<file path="src/rtl/bp_out_wb_streamer.sv">
// bp_out_wb_streamer: write-back reader for the bit-parallel DSP core.
// Walks a range of output-buffer addresses group by group, captures the
// core's registered 64-bit read data into a credit-gated skid FIFO and
// replays it as an AXI4-Stream master with back-pressure.
// Optional feature macro BP_WB_TLAST_EN: mark the final beat of each command
// with m_axis_tlast (a last flag travels with every in-flight read and FIFO
// entry). Without it m_axis_tlast is tied low and the FIFO is data only.
module bp_out_wb_streamer #(
   parameter int unsigned BP_COLS          = 15,
   parameter int unsigned BP_OUT_BUF_DEPTH = 10,
   parameter int unsigned NUM_GRP          = 4,
   parameter int unsigned RD_LAT           = 2,
   parameter int unsigned FIFO_DEPTH       = 8
) (
   input  logic                                  clk,
   input  logic                                  rst_n,
   input  logic                                  start,
   input  logic [BP_OUT_BUF_DEPTH-1:0]           base_addr,
   input  logic [BP_OUT_BUF_DEPTH:0]             num_addr,
   output logic                                  busy,
   output logic                                  done,
   output logic [2:0]                            bp_out_buf_wb_en,
   output logic [BP_COLS*BP_OUT_BUF_DEPTH-1:0]   bp_out_buf_wb_addr,
   input  logic [63:0]                           bp_out_wb_data,
   output logic [63:0]                           m_axis_tdata,
   output logic                                  m_axis_tvalid,
   input  logic                                  m_axis_tready,
   output logic                                  m_axis_tlast
);

   localparam int unsigned AW  = BP_OUT_BUF_DEPTH;
   localparam int unsigned GW  = (NUM_GRP > 1) ? $clog2(NUM_GRP) : 1;
   localparam int unsigned CW  = AW + 1 + GW;
   localparam int unsigned PW  = (FIFO_DEPTH > 1) ? $clog2(FIFO_DEPTH) : 1;
   localparam int unsigned FCW = $clog2(FIFO_DEPTH + 1);
   localparam int unsigned IW  = $clog2(RD_LAT + 1);

   typedef enum logic [1:0] {IDLE, RUN, DRAIN} state_t;

   state_t              state_q, state_d;
   logic [AW-1:0]       addr_q;
   logic [GW-1:0]       grp_q;
   logic [CW-1:0]       rem_q;
   logic [2:0]          en_q;
   logic                busy_q, done_q;
   logic [RD_LAT-1:0]   pipe_q;
   logic [IW-1:0]       inflight_c;
   logic [63:0]         mem [FIFO_DEPTH];
   logic [PW-1:0]       wr_ptr_q, rd_ptr_q;
   logic [FCW-1:0]      fcnt_q;
   logic                tvalid_q;
   logic [63:0]         tdata_q;
   logic                credit_ok_c, issue_c, accept_c, zero_c, finish_c;
   logic                push_c, load_c, pop_c, bypass_c, wr_c;

   // Population count of the in-flight read pipe
   always_comb begin
      inflight_c = '0;
      for (int i = 0; i < int'(RD_LAT); i++) inflight_c = inflight_c + IW'(pipe_q[i]);
   end

   // FIFO/output-stage handshake decode
   always_comb begin
      credit_ok_c = (32'(fcnt_q) + 32'(inflight_c)) < FIFO_DEPTH;
      push_c      = pipe_q[RD_LAT-1];
      load_c      = !tvalid_q || m_axis_tready;
      pop_c       = load_c && (fcnt_q != '0);
      bypass_c    = load_c && (fcnt_q == '0) && push_c;
      wr_c        = push_c && !bypass_c;
   end

   // FSM state register
   always_ff @(posedge clk) begin
      if (!rst_n) state_q <= IDLE;
      else        state_q <= state_d;
   end

   // FSM next-state and command decode
   always_comb begin
      state_d  = state_q;
      issue_c  = 1'b0;
      accept_c = 1'b0;
      zero_c   = 1'b0;
      finish_c = 1'b0;
      case (state_q)
         IDLE: begin
            if (start) begin
               if (num_addr != '0) begin
                  accept_c = 1'b1;
                  state_d  = RUN;
               end else begin
                  zero_c = 1'b1;
               end
            end
         end
         RUN: begin
            if (credit_ok_c) begin
               issue_c = 1'b1;
               if (rem_q == CW'(1)) state_d = DRAIN;
            end
         end
         DRAIN: begin
            if (inflight_c == '0 && fcnt_q == '0 && (!tvalid_q || m_axis_tready)) begin
               finish_c = 1'b1;
               state_d  = IDLE;
            end
         end
         default: state_d = IDLE;
      endcase
   end

   // Read issue, in-flight tracking, FIFO control and output register
   always_ff @(posedge clk) begin
      if (!rst_n) begin
         addr_q   <= '0;
         grp_q    <= '0;
         rem_q    <= '0;
         en_q     <= '0;
         busy_q   <= 1'b0;
         done_q   <= 1'b0;
         pipe_q   <= '0;
         wr_ptr_q <= '0;
         rd_ptr_q <= '0;
         fcnt_q   <= '0;
         tvalid_q <= 1'b0;
         tdata_q  <= '0;
      end else begin
         done_q <= finish_c || zero_c;
         if (accept_c) begin
            busy_q <= 1'b1;
            addr_q <= base_addr;
            grp_q  <= '0;
            rem_q  <= CW'(num_addr) * CW'(NUM_GRP);
         end else if (finish_c) begin
            busy_q <= 1'b0;
         end
         if (issue_c) begin
            en_q  <= 3'(grp_q);
            rem_q <= rem_q - CW'(1);
            if (grp_q == GW'(NUM_GRP - 1)) begin
               grp_q  <= '0;
               addr_q <= addr_q + AW'(1);
            end else begin
               grp_q <= grp_q + GW'(1);
            end
         end
         pipe_q[0] <= issue_c;
         for (int i = 1; i < int'(RD_LAT); i++) pipe_q[i] <= pipe_q[i-1];
         if (wr_c) wr_ptr_q <= (wr_ptr_q == PW'(FIFO_DEPTH - 1)) ? '0 : wr_ptr_q + PW'(1);
         if (pop_c) rd_ptr_q <= (rd_ptr_q == PW'(FIFO_DEPTH - 1)) ? '0 : rd_ptr_q + PW'(1);
         case ({wr_c, pop_c})
            2'b10:   fcnt_q <= fcnt_q + FCW'(1);
            2'b01:   fcnt_q <= fcnt_q - FCW'(1);
            default: fcnt_q <= fcnt_q;
         endcase
         if (load_c) begin
            if (pop_c) begin
               tvalid_q <= 1'b1;
               tdata_q  <= mem[rd_ptr_q];
            end else if (bypass_c) begin
               tvalid_q <= 1'b1;
               tdata_q  <= bp_out_wb_data;
            end else begin
               tvalid_q <= 1'b0;
            end
         end
      end
   end

   // FIFO storage; contents are don't-care while the count is zero
   always_ff @(posedge clk) begin
      if (wr_c) mem[wr_ptr_q] <= bp_out_wb_data;
   end

   // Credit gating must make a push into a full FIFO impossible
   always_ff @(posedge clk) begin
      if (rst_n && wr_c) assert (fcnt_q < FCW'(FIFO_DEPTH)) else $error("skid fifo push while full");
   end

`ifdef BP_WB_TLAST_EN
   logic [RD_LAT-1:0] lpipe_q;
   logic              lmem [FIFO_DEPTH];
   logic              tlast_q;

   // Last-beat flag follows its read through the pipe, FIFO and output stage
   always_ff @(posedge clk) begin
      if (!rst_n) begin
         lpipe_q <= '0;
         tlast_q <= 1'b0;
      end else begin
         lpipe_q[0] <= issue_c && (rem_q == CW'(1));
         for (int i = 1; i < int'(RD_LAT); i++) lpipe_q[i] <= lpipe_q[i-1];
         if (load_c) begin
            if (pop_c)         tlast_q <= lmem[rd_ptr_q];
            else if (bypass_c) tlast_q <= lpipe_q[RD_LAT-1];
            else               tlast_q <= 1'b0;
         end
      end
   end

   // Last-flag storage alongside the data FIFO
   always_ff @(posedge clk) begin
      if (wr_c) lmem[wr_ptr_q] <= lpipe_q[RD_LAT-1];
   end

   assign m_axis_tlast = tlast_q;
`else
   assign m_axis_tlast = 1'b0;
`endif

   assign busy               = busy_q;
   assign done               = done_q;
   assign bp_out_buf_wb_en   = en_q;
   assign bp_out_buf_wb_addr = {BP_COLS{addr_q}};
   assign m_axis_tdata       = tdata_q;
   assign m_axis_tvalid      = tvalid_q;

endmodule

</file>
<file path="config.mk">
export PLATFORM = sky130hd
export DESIGN_NAME = bp_out_wb_streamer
export DESIGN_NICKNAME = d
export VERILOG_FILES = /design/src/rtl/bp_out_wb_streamer.sv
export SDC_FILE = /design/constraint.sdc
export NUM_CORES = 1
export LEC_CHECK = 0
export ABC_AREA = 1
export CORE_MARGIN = 3
export CORE_UTILIZATION = 30
export DETAILED_ROUTE_END_ITERATION = 8
export SLEW_MARGIN = 5
export SYNTH_ARGS = -nofsm -noshare
export SYNTH_HDL_FRONTEND = slang
export SYNTH_SLANG_ARGS = --single-unit
</file>
<file path="constraint.sdc">
create_clock -name clk -period 6.3 [get_ports clk]
set_clock_uncertainty 0.05 [all_clocks]
set_input_delay 0.63 -clock clk [delete_from_list [all_inputs] [get_ports clk]]
set_output_delay 0.63 -clock clk [all_outputs]
set_load 0.01 [all_outputs]
</file>
# Yosys cells after proc, flatten, opt, wreduce, memory -nomap -nowiden
# Memory sizes are Yosys's and may differ from the RTL's. A register that Yosys moved wholly into a read port is not among the register bits.
# Index checks and enable logic that the tools add are counted.
[word_totals]
ff_bits = 108
ramBits = 512
input_bits = 89
output_inout_bits = 221
wordCells = 95
n_memories = 1
[mem_list]
columns = ["memory", "depth", "width", "read_ports", "rd_clocked_by_memory_dff", "write_ports", "line_no", "rtl"]
rows = [
  ["mem", 8, 64, 1, 1, 1, "48", "logic [63:0] mem [FIFO_DEPTH];"],
]
[op_classes]
addsub = 9
magnitude_cmp = 1
eq_ne = 13
n_mux = 37
n_reduce_logical = 21
[op_table]
columns = ["operator", "count"]
rows = [
  ["$mux W64", 2],
  ["$mux W10", 3],
  ["$mux W13", 2],
  ["$mux W1", 16],
  ["$mux W2", 8],
  ["$eq A13 B1 Y1 const B", 1],
  ["$sub A13 B1 Y13 const B", 1],
  ["$mux W3", 4],
  ["$reduce_bool A11 Y1", 1],
  ["$add A10 B1 Y10 const B", 1],
  ["$ne A2 B2 Y1 const B", 5],
  ["$pmux W4 S2", 1],
  ["$reduce_bool A2 Y1", 4],
  ["$add A3 B1 Y3 const B", 2],
  ["$eq A2 B2 Y1 const B", 3],
  ["$eq A3 B3 Y1 const B", 2],
  ["$logic_and A1 B1 Y1", 6],
  ["$pmux W2 S3", 1],
  ["$add A4 B2 Y5", 1],
  ["$lt A5 B4 Y1 const B", 1],
  ["$reduce_and A5 Y1", 1],
  ["$add A4 B1 Y4 const B", 1],
  ["$eq A2 B1 Y1 const B", 2],
  ["$logic_not A2 Y1", 2],
  ["8 further kinds", 10],
]

# Depth between registers and ports, before layout
[logic_depth]
depth_word = 8
ltp_mapped = 15
depth_no_buf = 14

# Worst setup path after synthesis
# Ideal clock, no wire load.
[synth_timing]
kind = "input -> register"
startpoint = "input port m_axis_tready"
endpoint = "memory mem[0][0], enable pin"
setup_time_ns = 0.486
t_arrival_ns = 4.027
required_time_ns = 5.764
slack_ns = 1.737
stages = 6
path_buffers = 0
cell_sequence = "inv_1 > nand2_1 > nand3_1 > nand2_1 > or2_2 > nor2_1"
[synth_between]
elab_chain_cells = 7
[synth_rtl]
columns = ["item", "line_no", "rtl"]
rows = [
  ["start: declaration", "27", "input logic m_axis_tready,"],
  ["$logic_or A1 B1 Y1", "66", "load_c = !tvalid_q || m_axis_tready;"],
  ["$logic_and A1 B1 Y1 (2 in series)", "68", "bypass_c = load_c && (fcnt_q == '0) && push_c;"],
  ["$logic_not A1 Y1", "69", "wr_c = push_c && !bypass_c;"],
  ["$logic_and A1 B1 Y1", "69", ""],
  ["$mux W1", "172", "if (wr_c) mem[wr_ptr_q] <= bp_out_wb_data;"],
  ["$mux W1 (implied by the code)", "172", ""],
  ["end: declaration", "48", ""],
]
# No other way between the ends.

# Worst setup path in the final report
[layout_timing]
startpoint = "input port m_axis_tready"
endpoint = "register fcnt_q[3]"
[layout_between]
elab_chain_cells = 7
elab_cells_between_ends = 10
classes_between = "2 x eq/ne; 1 x mux; 7 x reduce/logical"
[layout_rtl]
columns = ["item", "line_no", "rtl"]
rows = [
  ["$logic_or A1 B1 Y1 (*)", "66", ""],
  ["$logic_and A1 B1 Y1 (2 in series)", "68", ""],
  ["$logic_not A1 Y1", "69", ""],
  ["$logic_and A1 B1 Y1", "69", ""],
  ["$eq A2 B1 Y1 / $eq A2 B2 Y1 (equally long branches)", "151", "case ({wr_c, pop_c})"],
  ["$pmux W4 S2 / $reduce_bool A2 Y1 (equally long branches)", "-", ""],
  ["end signal: assignment", "152", "2'b10: fcnt_q <= fcnt_q + FCW'(1);"],
  ["end signal: assignment", "153", "2'b01: fcnt_q <= fcnt_q - FCW'(1);"],
  ["end signal: assignment", "154", "default: fcnt_q <= fcnt_q;"],
  ["end: declaration", "50", "logic [FCW-1:0] fcnt_q;"],
]
# Every way passes the cells marked *; elsewhere a longest branch is shown, timed or not.
# A chain may end at the register's enable or synchronous reset.

==> impl_metrics.py <==
metrics = {
    "routing": {
        "dr.pass1.iters": 5,
        "residual_antenna_violating_net_count_after_detailed_routing": 0,
        "remaining_drc_errors": 0,
        "routed_wirelength_um": 67300,
        "via_count": 17798,
        "routed_via_density": 4.71,
        "routed_wire_length_per_instance_um": 17.8,
        "drt_iter0_drc": 1505,
    },
    "synthesis": {
        "synth-simple-area-share_pct": 9.47,
        "postSynthRegisterBits": 623,
        "synth_top_family_by_area": "compound AO/OA/AOI/OAI gates",
        "yosysUniqueCellTypes": 36,
        "synth_sequential_area_ratio_pct": 65.3,
        "synth_fa_ha_area_share_pct": 0.650,
        "synth_compound_area_share_pct": 12.9,
        "post_synth_mux_area_share_pct": 0,
        "synth.avg_cell_area_um2": 11.0,
        "synth_area_um2": 27000,
        "post_synth_inst_count": 2443,
        "synth-xor-area-share_pct": 0.357,
        "yosys_warnings": 0,
    },
    "power_and_ir_drop": {
        "max_rail_drop_vdd_mv": 0.377,
        "power.share.clock_pct": 32.0,
        "pwr-share-seq_pct": 39.2,
        "fin_total_pwr_mw": 13.0,
        "comb_power_share_pct": 28.8,
        "p_int_mw": 8.58,
        "pwr_density_cell_nw_per_um2": 405,
        "power_switching_share_pct": 34.2,
        "p_leak_nw": 11.5,
        "netSwitchingPower_mw": 4.46,
    },
    "critical_path": {
        "cp.arrival_ps": 3930,
        "kind_of_cell_adding_the_most_delay_to_the_critical_path": "buffers and inverters",
        "path_class": "primary input to register",
        "endpoint_kind": "register",
        "max_stage_delay_ps": 810,
        "worstPathRequired_ps": 6770,
        "worstSetupPathDepth": 15,
        "cp_slowest_cell": "buf_4",
        "worstSetupStartpointType": "primary input",
        "crit_buf_inv": 5,
        "critical-path-top-cell-by-count": "nand2_1",
        "critPathMaxFanout": 69,
        "worstPathCellList": "clkdlybuf4s50_1 -> inv_1 -> nand2_1 -> nand2_4 -> inv_2 -> buf_4 -> ha_1 -> inv_1 -> nor2_1 -> o21ai_0 -> nand2_1 -> nand2_1 -> nand2_1 -> nand2_1 -> a21oi_1",
        "worst-r2r-cell-count": 14,
    },
    "clock_tree": {
        "worst_skew_pair.late_latency_ps": 610,
        "cts_resizes": 0,
        "clock_sinks": 623,
        "clkTransAtPathRegs_ps": 60,
        "tritoncts": "yes",
        "quantity_of_hold_fixing_buffers_added_after_cts": 0,
        "cts-root-to-sink-buffers": 3,
        "post-cts-setup-buffers": 0,
        "htree_num_levels": 3,
        "cts-buffers-inserted": 69,
        "cts_root_buf": "clkbuf_16",
    },
    "floorplanning": {
        "io_pins": 310,
        "coreArea_um2": 88800,
        "die_area_um2": 93500,
        "die_x_um": 306,
        "num_rows": 109,
        "die_height_um": 306,
        "initial_standard_cell_utilization_of_the_core_pct": 30.4,
    },
    "hold_path": {
        "worst_hold_path_type": "primary input to register",
        "holdPathStages": 3,
    },
    "global_routing": {
        "grt_pass1_wl_um": 103000,
        "antenna_found_initial": 8,
        "grt_max_degree": 217,
        "globalRoute.totalOverflow": 0,
        "grt_pass1_vias": 16922,
        "grt_usage_pct": 14.1,
    },
    "final_layout": {
        "finalNonFillerCells": 3781,
        "number_of_inserted_filler_cells_in_the_final_layout": 8566,
        "layout_common_cells": "edfxtp_1 (512), clkdlybuf4s50_1 (306), inv_1 (299)",
        "syn2layout_area_growth_pct": 19.6,
        "final_layout_size_suffix_gt1_share_pct": 6.20,
        "finalNetCount": 2660,
        "final_common_cell": "edfxtp_1",
        "design_area_um2": 32200,
    },
    "sta": {
        "totalNegativeSetupSlack_ps": 0,
        "rsz0062_at_grt": "false",
        "setup_viol": 0,
        "final_min_period_over_clock_period_pct": 55.0,
        "final_hold_vios": 0,
        "worst-slew-pin-transition_ps": 1150,
        "max_freq_mhz": 288,
        "finalWorstPathRequiredPeriod_ps": 3470,
        "worst_slew_margin_rel_pct": 23.0,
        "final-max-slew-violation-count": 0,
    },
    "placed_design": {
        "io_buffer_count": 307,
        "dp.final_hpwl_um": 38200,
        "number_of_instances_in_the_placed_design": 3651,
        "placed_cell_area_um2": 29900,
        "gp_congestion": 0.770,
    },
    "status": {
        "status": "finished, final reports clean",
    },
    "job": {
        "max-cap-violations": 0,
    },
}
final timing paths:
kind	slack [ps]	endpoint	from
setup / recovery	2830	fcnt_q[3]$_SDFFE_PN0P_	m_axis_tready
hold / removal	330	rem_q[5]$_SDFFE_PN0P_	rst_n
setup reg to reg	2990	fcnt_q[3]$_SDFFE_PN0P_	fcnt_q[0]$_SDFFE_PN0P_
hold reg to reg	410	busy$_SDFFE_PN0P_	busy$_SDFFE_PN0P_
cells in the mapped netlist:
| master | n | area [µm²] |
|---|---|---|
| a21oi_2 | 9 | 78.8 |
| clkinv_1 | 1 | 3.75 |
| o21ai_1 | 63 | 315 |
| o21ai_0 | 147 | 736 |
| conb_1 | 1 | 3.75 |
| dfxtp_1 | 111 | 2220 |
| or2_2 | 3 | 18.8 |
| nor2_2 | 1 | 6.26 |
| nand3b_1 | 2 | 15.0 |
| buf_2 | 47 | 235 |
| edfxtp_1 | 512 | 15400 |
| nand2_2 | 2 | 12.5 |
| nor3b_1 | 1 | 7.51 |
| xor2_1 | 7 | 61.3 |
| nand3_1 | 252 | 1260 |
| buf_12 | 1 | 20.0 |
| nand2_1 | 237 | 890 |
| inv_2 | 3 | 11.3 |
| ha_1 | 14 | 175 |
| inv_1 | 299 | 1120 |
| buf_6 | 23 | 259 |
| nand4_1 | 2 | 12.5 |
| o211a_1 | 2 | 20.0 |
| a21oi_1 | 269 | 1350 |
| clkbuf_2 | 9 | 45.0 |
| nor3_1 | 2 | 10.0 |
| clkbuf_1 | 40 | 150 |
| nand3_2 | 1 | 10.0 |
| nor2_1 | 79 | 297 |
| a22oi_1 | 1 | 7.51 |
| buf_1 | 14 | 52.6 |
| nor2_4 | 1 | 11.3 |
| buf_4 | 154 | 1160 |
| xnor2_1 | 4 | 35.0 |
| o21ai_2 | 1 | 8.76 |
| o211ai_1 | 128 | 961 |
worst reg2reg max path, cell delays in order (launching register included):
cell and delay [ps]:
dfxtp_1 440, nor2_1 110, nand2_2 120, nand2_4 560, inv_2 220, buf_4 810
ha_1 330, inv_1 50, nor2_1 80, o21ai_0 100, nand2_1 90, nand2_1 50
nand2_1 60, nand2_1 50, a21oi_1 120
routing by layer:
layer,vias to the layer above,global-route usage (%),part of all wire [%]
li1,8604,-,-
met1,8554,18.7,44
met2,535,22.7,47
met3,99,3.48,6.8
met4,6,4.48,2.2
met5,-,0,0.056
registers in the layout, indices dropped and copies added, names as in the netlist, named ones only:
signal            cells
addr_q               10
bp_out_buf_wb_en      2
busy                  1
done                  1
fcnt_q                4
grp_q                 2
m_axis_tdata         64
m_axis_tvalid         1
mem                 512
pipe_q                2
rd_ptr_q              3
rem_q                13
state_q               2
wr_ptr_q              3
area by class of cell:
cell class / instances / area (µm²) / share of cell area (%)
inverter: 303 / 1140 / 3.53
tap: 1165 / 1460 / 4.52
clock buffer: 87 / 1870 / 5.79
multi-input combinational: 1230 / 6380 / 19.8
antenna: 4 / 10.0 / 0.0311
clock inverter: 39 / 493 / 1.53
sequential: 623 / 17600 / 54.6
timing repair buffer: 330 / 3280 / 10.2
metrics by stage:
step,util [%],hold WS (ps),setup slack [ps]
2_1_floorplan,-,374,1740
3_3_place_gp,33.6,402,2210
3_5_place_dp,33.6,402,2220
5_1_grt,36.3,319,2620
4_1_cts,36.3,288,2860
6_report,36.3,330,2830
kinds of logic (layout without fill, tap and decap cells):
family,after synthesis,after routing
and+or+nand+nor,583,583
other,1,6
AOI/OAI and AO/OA,620,620
buffers and inverters,591,759
xor gates and xnor gates,11,11
DFF,623,623
adders and majority gates,14,14
power by group through the flow:
| stage | clock network (mW) | registers [mW] | logic [mW] |
|---|---|---|---|
| global route | 4.46 | 5.17 | 4.20 |
| detailed placement | 0 | 5.21 | 3.78 |
| CTS | 4.29 | 5.13 | 3.79 |
| finish | 4.18 | 5.11 | 3.75 |
| global placement | 0 | 5.22 | 3.73 |
| floorplan | 0 | 4.98 | 2.82 |
Note: power is estimated with default switching activity, not from simulation.
